File: src/rtl/sr_exerciser_pkg.sv
// Purpose: shared constants and the expected-response table for the SR latch exerciser.
// Latency: n/a (package only).
// Backpressure: n/a.
package sr_exerciser_pkg;

    // FSM state encoding
    localparam logic [2:0] ST_IDLE     = 3'd0;
    localparam logic [2:0] ST_INIT     = 3'd1;
    localparam logic [2:0] ST_INIT_REL = 3'd2;
    localparam logic [2:0] ST_DRIVE    = 3'd3;
    localparam logic [2:0] ST_RELEASE  = 3'd4;
    localparam logic [2:0] ST_DONE     = 3'd5;

    // Phase index used to address the expected-value table
    localparam logic [1:0] PH_INIT_REL = 2'd0;
    localparam logic [1:0] PH_DRIVE    = 2'd1;
    localparam logic [1:0] PH_RELEASE  = 2'd2;

    localparam logic [3:0] ERR_MAX = 4'd15;

    typedef struct packed {
        logic q;
        logic qn;
        logic chk_en;
    } exp_t;

    // Expected {q, qn} and check enable, indexed by {phase, step}.
    // Most entries are the reset-held (0,1); only the set vectors and the
    // forbidden (1,1) drive differ. Releasing (1,1) is a race, so unchecked.
    function automatic exp_t exp_lookup(input logic [1:0] phase, input logic [1:0] step);
        exp_t e;
        e = '{q: 1'b0, qn: 1'b1, chk_en: 1'b1};
        case ({phase, step})
            {PH_DRIVE, 2'd2},
            {PH_RELEASE, 2'd2}: e = '{q: 1'b1, qn: 1'b0, chk_en: 1'b1};
            {PH_DRIVE, 2'd3}:   e = '{q: 1'b0, qn: 1'b0, chk_en: 1'b1};
            {PH_RELEASE, 2'd3}: e = '{q: 1'b0, qn: 1'b0, chk_en: 1'b0};
            default: begin
                if (phase == 2'd3) begin
                    e.chk_en = 1'b0;
                end
            end
        endcase
        return e;
    endfunction

endpackage

File: src/rtl/sync_2ff.sv
// Purpose: two-flop synchroniser for asynchronous inputs, synchronous reset to 0.
// Latency: 2 clk cycles from d_i to q_o.
// Backpressure: none; free-running.
// Ports: clk, reset (sync, active-high), d_i (async in), q_o (synchronised out).
module sync_2ff #(
    parameter int WIDTH = 2
) (
    input  logic             clk,
    input  logic             reset,
    input  logic [WIDTH-1:0] d_i,
    output logic [WIDTH-1:0] q_o
);

    logic [WIDTH-1:0] meta_q;
    logic [WIDTH-1:0] sync_q;

    always_ff @(posedge clk) begin
        if (reset) begin
            meta_q <= '0;
            sync_q <= '0;
        end else begin
            meta_q <= d_i;
            sync_q <= meta_q;
        end
    end

    assign q_o = sync_q;

endmodule

File: src/rtl/sr_latch_exerciser.sv
// Purpose: drives the NOR SR latch through its truth table, checks q/qn, reports pass/err_count.
// Latency: one run is 10*HOLD_CYCLES cycles; done rises 10*HOLD_CYCLES+1 cycles after start is sampled.
// Backpressure: start is ignored while busy; results hold in DONE until the next start (or auto-restart if LOOP).
// Ports: clk, reset (sync, active-high), start; s_out/r_out latch drive; q_in/qn_in async latch outputs;
//        busy, done, pass, err_count[3:0], step[1:0] status (all registered).
module sr_latch_exerciser
    import sr_exerciser_pkg::*;
#(
    parameter int HOLD_CYCLES = 10,
    parameter bit LOOP        = 1'b0
) (
    input  logic       clk,
    input  logic       reset,
    input  logic       start,
    output logic       s_out,
    output logic       r_out,
    input  logic       q_in,
    input  logic       qn_in,
    output logic       busy,
    output logic       done,
    output logic       pass,
    output logic [3:0] err_count,
    output logic [1:0] step
);

    localparam int             CW       = $clog2(HOLD_CYCLES);
    localparam logic [CW-1:0]  CNT_LAST = CW'(HOLD_CYCLES - 1);

    logic [2:0]    state_q, state_d;
    logic [CW-1:0] cnt_q, cnt_d;
    logic [1:0]    step_q, step_d;
    logic [3:0]    err_q, err_d;
    logic          busy_q, busy_d;
    logic          done_q, done_d;
    logic          pass_q, pass_d;
    logic          s_q, s_d;
    logic          r_q, r_d;

    logic [1:0]    qq_sync;
    logic [1:0]    phase;
    exp_t          exp_v;
    logic          last;
    logic          chk_state;
    logic          mismatch;
    logic          restart;

    sync_2ff #(.WIDTH(2)) u_sync (
        .clk   (clk),
        .reset (reset),
        .d_i   ({q_in, qn_in}),
        .q_o   (qq_sync)
    );

    assign last      = (cnt_q == CNT_LAST);
    assign chk_state = (state_q == ST_INIT_REL) || (state_q == ST_DRIVE) || (state_q == ST_RELEASE);
    assign phase     = (state_q == ST_DRIVE)   ? PH_DRIVE :
                       (state_q == ST_RELEASE) ? PH_RELEASE : PH_INIT_REL;
    assign exp_v     = exp_lookup(phase, step_q);
    assign mismatch  = (qq_sync != {exp_v.q, exp_v.qn});

    // In LOOP mode the restart waits until done has been visible for one cycle.
    assign restart   = ((state_q == ST_IDLE) && start) ||
                       ((state_q == ST_DONE) && (start || (LOOP && done_q)));

    always_comb begin
        state_d = state_q;
        cnt_d   = cnt_q;
        step_d  = step_q;
        err_d   = err_q;
        busy_d  = busy_q;
        done_d  = done_q;
        pass_d  = pass_q;

        if (chk_state || (state_q == ST_INIT)) begin
            cnt_d = last ? '0 : cnt_q + 1'b1;
        end else begin
            cnt_d = '0;
        end

        if (chk_state && last && exp_v.chk_en && mismatch && (err_q != ERR_MAX)) begin
            err_d = err_q + 4'd1;
        end

        case (state_q)
            ST_INIT:     if (last) state_d = ST_INIT_REL;
            ST_INIT_REL: if (last) state_d = ST_DRIVE;
            ST_DRIVE:    if (last) state_d = ST_RELEASE;
            ST_RELEASE: begin
                if (last) begin
                    if (step_q == 2'd3) begin
                        state_d = ST_DONE;
                    end else begin
                        state_d = ST_DRIVE;
                        step_d  = step_q + 2'd1;
                    end
                end
            end
            ST_DONE: begin
                busy_d = 1'b0;
                done_d = 1'b1;
                pass_d = (err_q == 4'd0);
            end
            default: state_d = ST_IDLE;
        endcase

        if (restart) begin
            state_d = ST_INIT;
            cnt_d   = '0;
            step_d  = 2'd0;
            err_d   = 4'd0;
            busy_d  = 1'b1;
            done_d  = 1'b0;
            pass_d  = 1'b0;
        end

        // Drives follow the next state so they change on the same edge as the FSM.
        s_d = (state_d == ST_DRIVE) && step_d[1];
        r_d = (state_d == ST_INIT) || ((state_d == ST_DRIVE) && step_d[0]);
    end

    always_ff @(posedge clk) begin
        if (reset) begin
            state_q <= ST_IDLE;
            cnt_q   <= '0;
            step_q  <= 2'd0;
            err_q   <= 4'd0;
            busy_q  <= 1'b0;
            done_q  <= 1'b0;
            pass_q  <= 1'b0;
            s_q     <= 1'b0;
            r_q     <= 1'b0;
        end else begin
            state_q <= state_d;
            cnt_q   <= cnt_d;
            step_q  <= step_d;
            err_q   <= err_d;
            busy_q  <= busy_d;
            done_q  <= done_d;
            pass_q  <= pass_d;
            s_q     <= s_d;
            r_q     <= r_d;
        end
    end

    assign s_out     = s_q;
    assign r_out     = r_q;
    assign busy      = busy_q;
    assign done      = done_q;
    assign pass      = pass_q;
    assign err_count = err_q;
    assign step      = step_q;

endmodule

File: config.mk
export PLATFORM = sky130hd
export DESIGN_NAME = sr_latch_exerciser
export DESIGN_NICKNAME = d
export VERILOG_FILES = /design/src/rtl/sr_exerciser_pkg.sv /design/src/rtl/sync_2ff.sv /design/src/rtl/sr_latch_exerciser.sv
export SDC_FILE = /design/constraint.sdc
export NUM_CORES = 1
export LEC_CHECK = 0
export ABC_AREA = 0
export CORE_MARGIN = 1.5
export CORE_UTILIZATION = 51
export DETAILED_ROUTE_END_ITERATION = 10
export HOLD_SLACK_MARGIN = 0.03
export PLACE_DENSITY_LB_ADDON = 0.05
export SLEW_MARGIN = 20
export SYNTH_ARGS = -nofsm -noshare
export SYNTH_HDL_FRONTEND = slang
export SYNTH_SLANG_ARGS = --single-unit
File: constraint.sdc
create_clock -name clk -period 2.1 [get_ports clk]
set_clock_uncertainty 0.1 [all_clocks]
set_input_delay 0.42 -clock clk [delete_from_list [all_inputs] [get_ports clk]]
set_output_delay 0.42 -clock clk [all_outputs]
set_load 0.03 [all_outputs]
==> metrics.txt <==
outcome completed; layout cells sized above 1 between 10% and 20%; cell family with most CP delay buffers and inverters; clock sinks 22; EDFF count, synth 0; GPL Wtd Cong about 0.93; crit path capture type output pin; Num CTS Buffers 3; VDD IR-drop max about 0.42 mV; capturing point of the worst reg2reg path r_out; Unique masters post-synth 41; Total GRT Usage approximately a fifth; Leak around 0.55 nW; PwrDens between 500 and 600 nW/um^2; Post-CTS Hold Fix Bufs 0; min-delay worst type reg -> reg; cells after synthesis 126; Die X about 51 um; switching share of power a little over a fifth; First-pass DRT Iterations 4; WL per Instance around 12 um; die height around 51 um; maxcap violations 0; I/O Pins 16; via count around 940; root buf cell clkbuf_4; Slew HR between 70% and 80%; worst-case clock buffer depth 2; sequential standard cell area between 400 and 500 um^2; Multi-input gate area approximately 660 um^2; Critical Path AT 1.50 ns; Ys Warns 0; Net Sw Power 173 uW; min Tclk post-route 2.02 ns; post-CTS sizing 0; worst-margin pin slew ~0.42 ns; Slew Viols, Final 0; vias per inst approximately 5.4; mean post-synth cell area around 9.1 um^2; DRT iter0 DRCs 9; later-pin clock latency in the skew report a little over 0.3 ns; initial antenna violation count 0; WP buf/inv 1; Final Util 65.1%; CTS clk-pin slew, worst paths 0.12 ns; Critical-path top delay cell clkdlybuf4s50_1; internal power between 600 and 700 uW; Net count, final 158; Max Fclk 496 MHz; Hold Path Sink u_sync.q_o[0]; worst hold stages 1; worst-path cell chain clkdlybuf4s50_1; final number of hold-violating endpoints 0; gr ovfl total 0; Sequential Power Share 52.2%; first-pass GRT wire length roughly 3700 um; reg-to-reg slack, setup approximately 0.18 ns; Hold Crit Start u_sync.meta_q[0]; Layout fillers 200; number of diodes 0; syn_nets 136; Area growth syn-to-layout 22.7%; synthesized flop and latch total 22; Final Power 826 uW; combinational share of power just under 9%; Syn Std Cell Area 1150 um^2; HPWL after DPL around 1700 um; Residual DRC 0; Worst Setup Start Kind register; total wire length 2180 um; top_reg_cell synth dfxtp_1; H-tree level count 1; worst-path fanout max 6; CTS tree yes; sequential area share after synthesis 38.3%; Core Region approximately 2200 um^2; largest net degree at the start of global routing 14; reg-to-reg startpoint cnt_q[1]; R2R depth 7; row count 17; Post-CTS Setup Bufs 0; Clk pwr share 39.1%; DIE AREA 2550 um^2; Starting Density 53.1%; Final ANT Viol Nets 0; Setup CP Type reg -> out; # setup viols final 0; IO buf count 15; final worst-path cycle share between 90% and 100%; unrepaired setup endpoints after global routing no; Synth async-reset ratio 0%; CP required about 1.6 ns; slowest stage delay, CP between 0.7 and 0.8 ns; setup TNS 0 ns; vias in the first global route between 800 and 900
## cells in the final DEF, fill, tap and decap left out, types with 3 or more instances in the layout
| master | instances |
|---|---|
| dfxtp_1 | 22 |
| clkdlybuf4s50_1 | 15 |
| nor2_1 | 13 |
| nand2_1 | 10 |
| a21oi_1 | 9 |
| nor2b_1 | 8 |
| buf_4 | 7 |
| inv_1 | 6 |
| nand2b_1 | 5 |
| ha_1 | 5 |
| xnor2_1 | 3 |
| and3_1 | 3 |
| clkbuf_4 | 3 |
## Yosys cell counts (all sizes together) (2+ instances only)
library cell | instances | area (um^2)
dfxtp | 22 | 440
nor2 | 13 | 48.8
a21oi | 10 | 53.8
nand2 | 10 | 37.5
nor2b | 8 | 50.1
inv | 6 | 22.5
ha | 5 | 62.6
nand2b | 5 | 31.3
buf | 4 | 26.3
and3 | 3 | 18.8
mux2i | 3 | 33.8
o21ai | 3 | 15.0
xnor2 | 3 | 26.3
a211o | 2 | 17.5
a311oi | 2 | 35.0
a31oi | 2 | 12.5
and3b | 2 | 17.5
nand3 | 2 | 10.0
nand4 | 2 | 12.5
nor3 | 2 | 15.0
nor3b | 2 | 26.3
nor4 | 2 | 12.5
o32ai | 2 | 32.5
## metal layers
layer / global-route usage (%) / vias up / share of wire (%)
met5: 0 / - / 0
met4: 9.01 / 0 / 1.1
met3: 4.76 / 4 / 3.6
met2: 29.6 / 16 / 48
met1: 25.7 / 435 / 47
li1: - / 484 / -
## final cells by class
class / instances / share of cell area, %
multi-input cells: 93 / 46.7
clock inverters: 1 / 2.13
inverters: 6 / 1.59
repair buffers: 22 / 14.3
well taps: 28 / 2.48
flip-flops and latches: 22 / 31.2
clock buffers: 3 / 1.59
## power by group through the flow
stage	registers, mW	logic (mW)	clock network [mW]
global route	0.433	0.0795	0.347
floorplan	0.446	0.0377	0
global placement	0.441	0.0702	0
detailed placement	0.441	0.0724	0
CTS	0.431	0.0725	0.331
finish	0.431	0.0723	0.323
## sequential cells by signal, indices dropped and copies added, names as in the netlist
name and cells:
busy 1, cnt_q 4, done 1, err_count 4
pass 1, r_out 1, s_out 1, state_q 3
step 2, u_sync.meta_q 2, u_sync.q_o 2
## stage by stage
| stage | hold WS [ns] | cells | cell area, um^2 | setup slack (ns) |
|---|---|---|---|---|
| after floorplan | 0.314 | 126 | 1150 | 0.323 |
| after global placement | 0.316 | 171 | 1360 | 0.151 |
| after detailed placement | 0.324 | 171 | 1360 | 0.0845 |
| after CTS | 0.354 | 175 | 1410 | 0.0745 |
| after global routing | 0.373 | 175 | 1410 | 0.0161 |
| final | 0.355 | 175 | 1410 | 0.0845 |
## worst max path at each step
stage,start,cells past startpoint,endpoint
5_1_grt,err_count[2],1,err_count[2]
2_1_floorplan,cnt_q[1],8,r_out
3_3_place_gp,start,6,s_out
6_report,err_count[2],1,err_count[2]
3_5_place_dp,start,6,s_out
4_1_cts,err_count[2],1,err_count[2]
## kinds of logic (layout without fill, tap and decap cells)
kind of cell / after synthesis / in the layout / share of synthesized area, %
multiplexers: 4 / 4 / 4.24
flip-flops: 22 / 22 / 38.3
adder cells (fa/ha/maj): 5 / 5 / 5.43
AO/OA/AOI/OAI: 25 / 25 / 17.3
XOR/XNOR: 4 / 4 / 3.04
buffers and inverters: 11 / 32 / 4.56
AND/OR/NAND/NOR: 55 / 55 / 27.2
(Power assumes the default switching activity.)
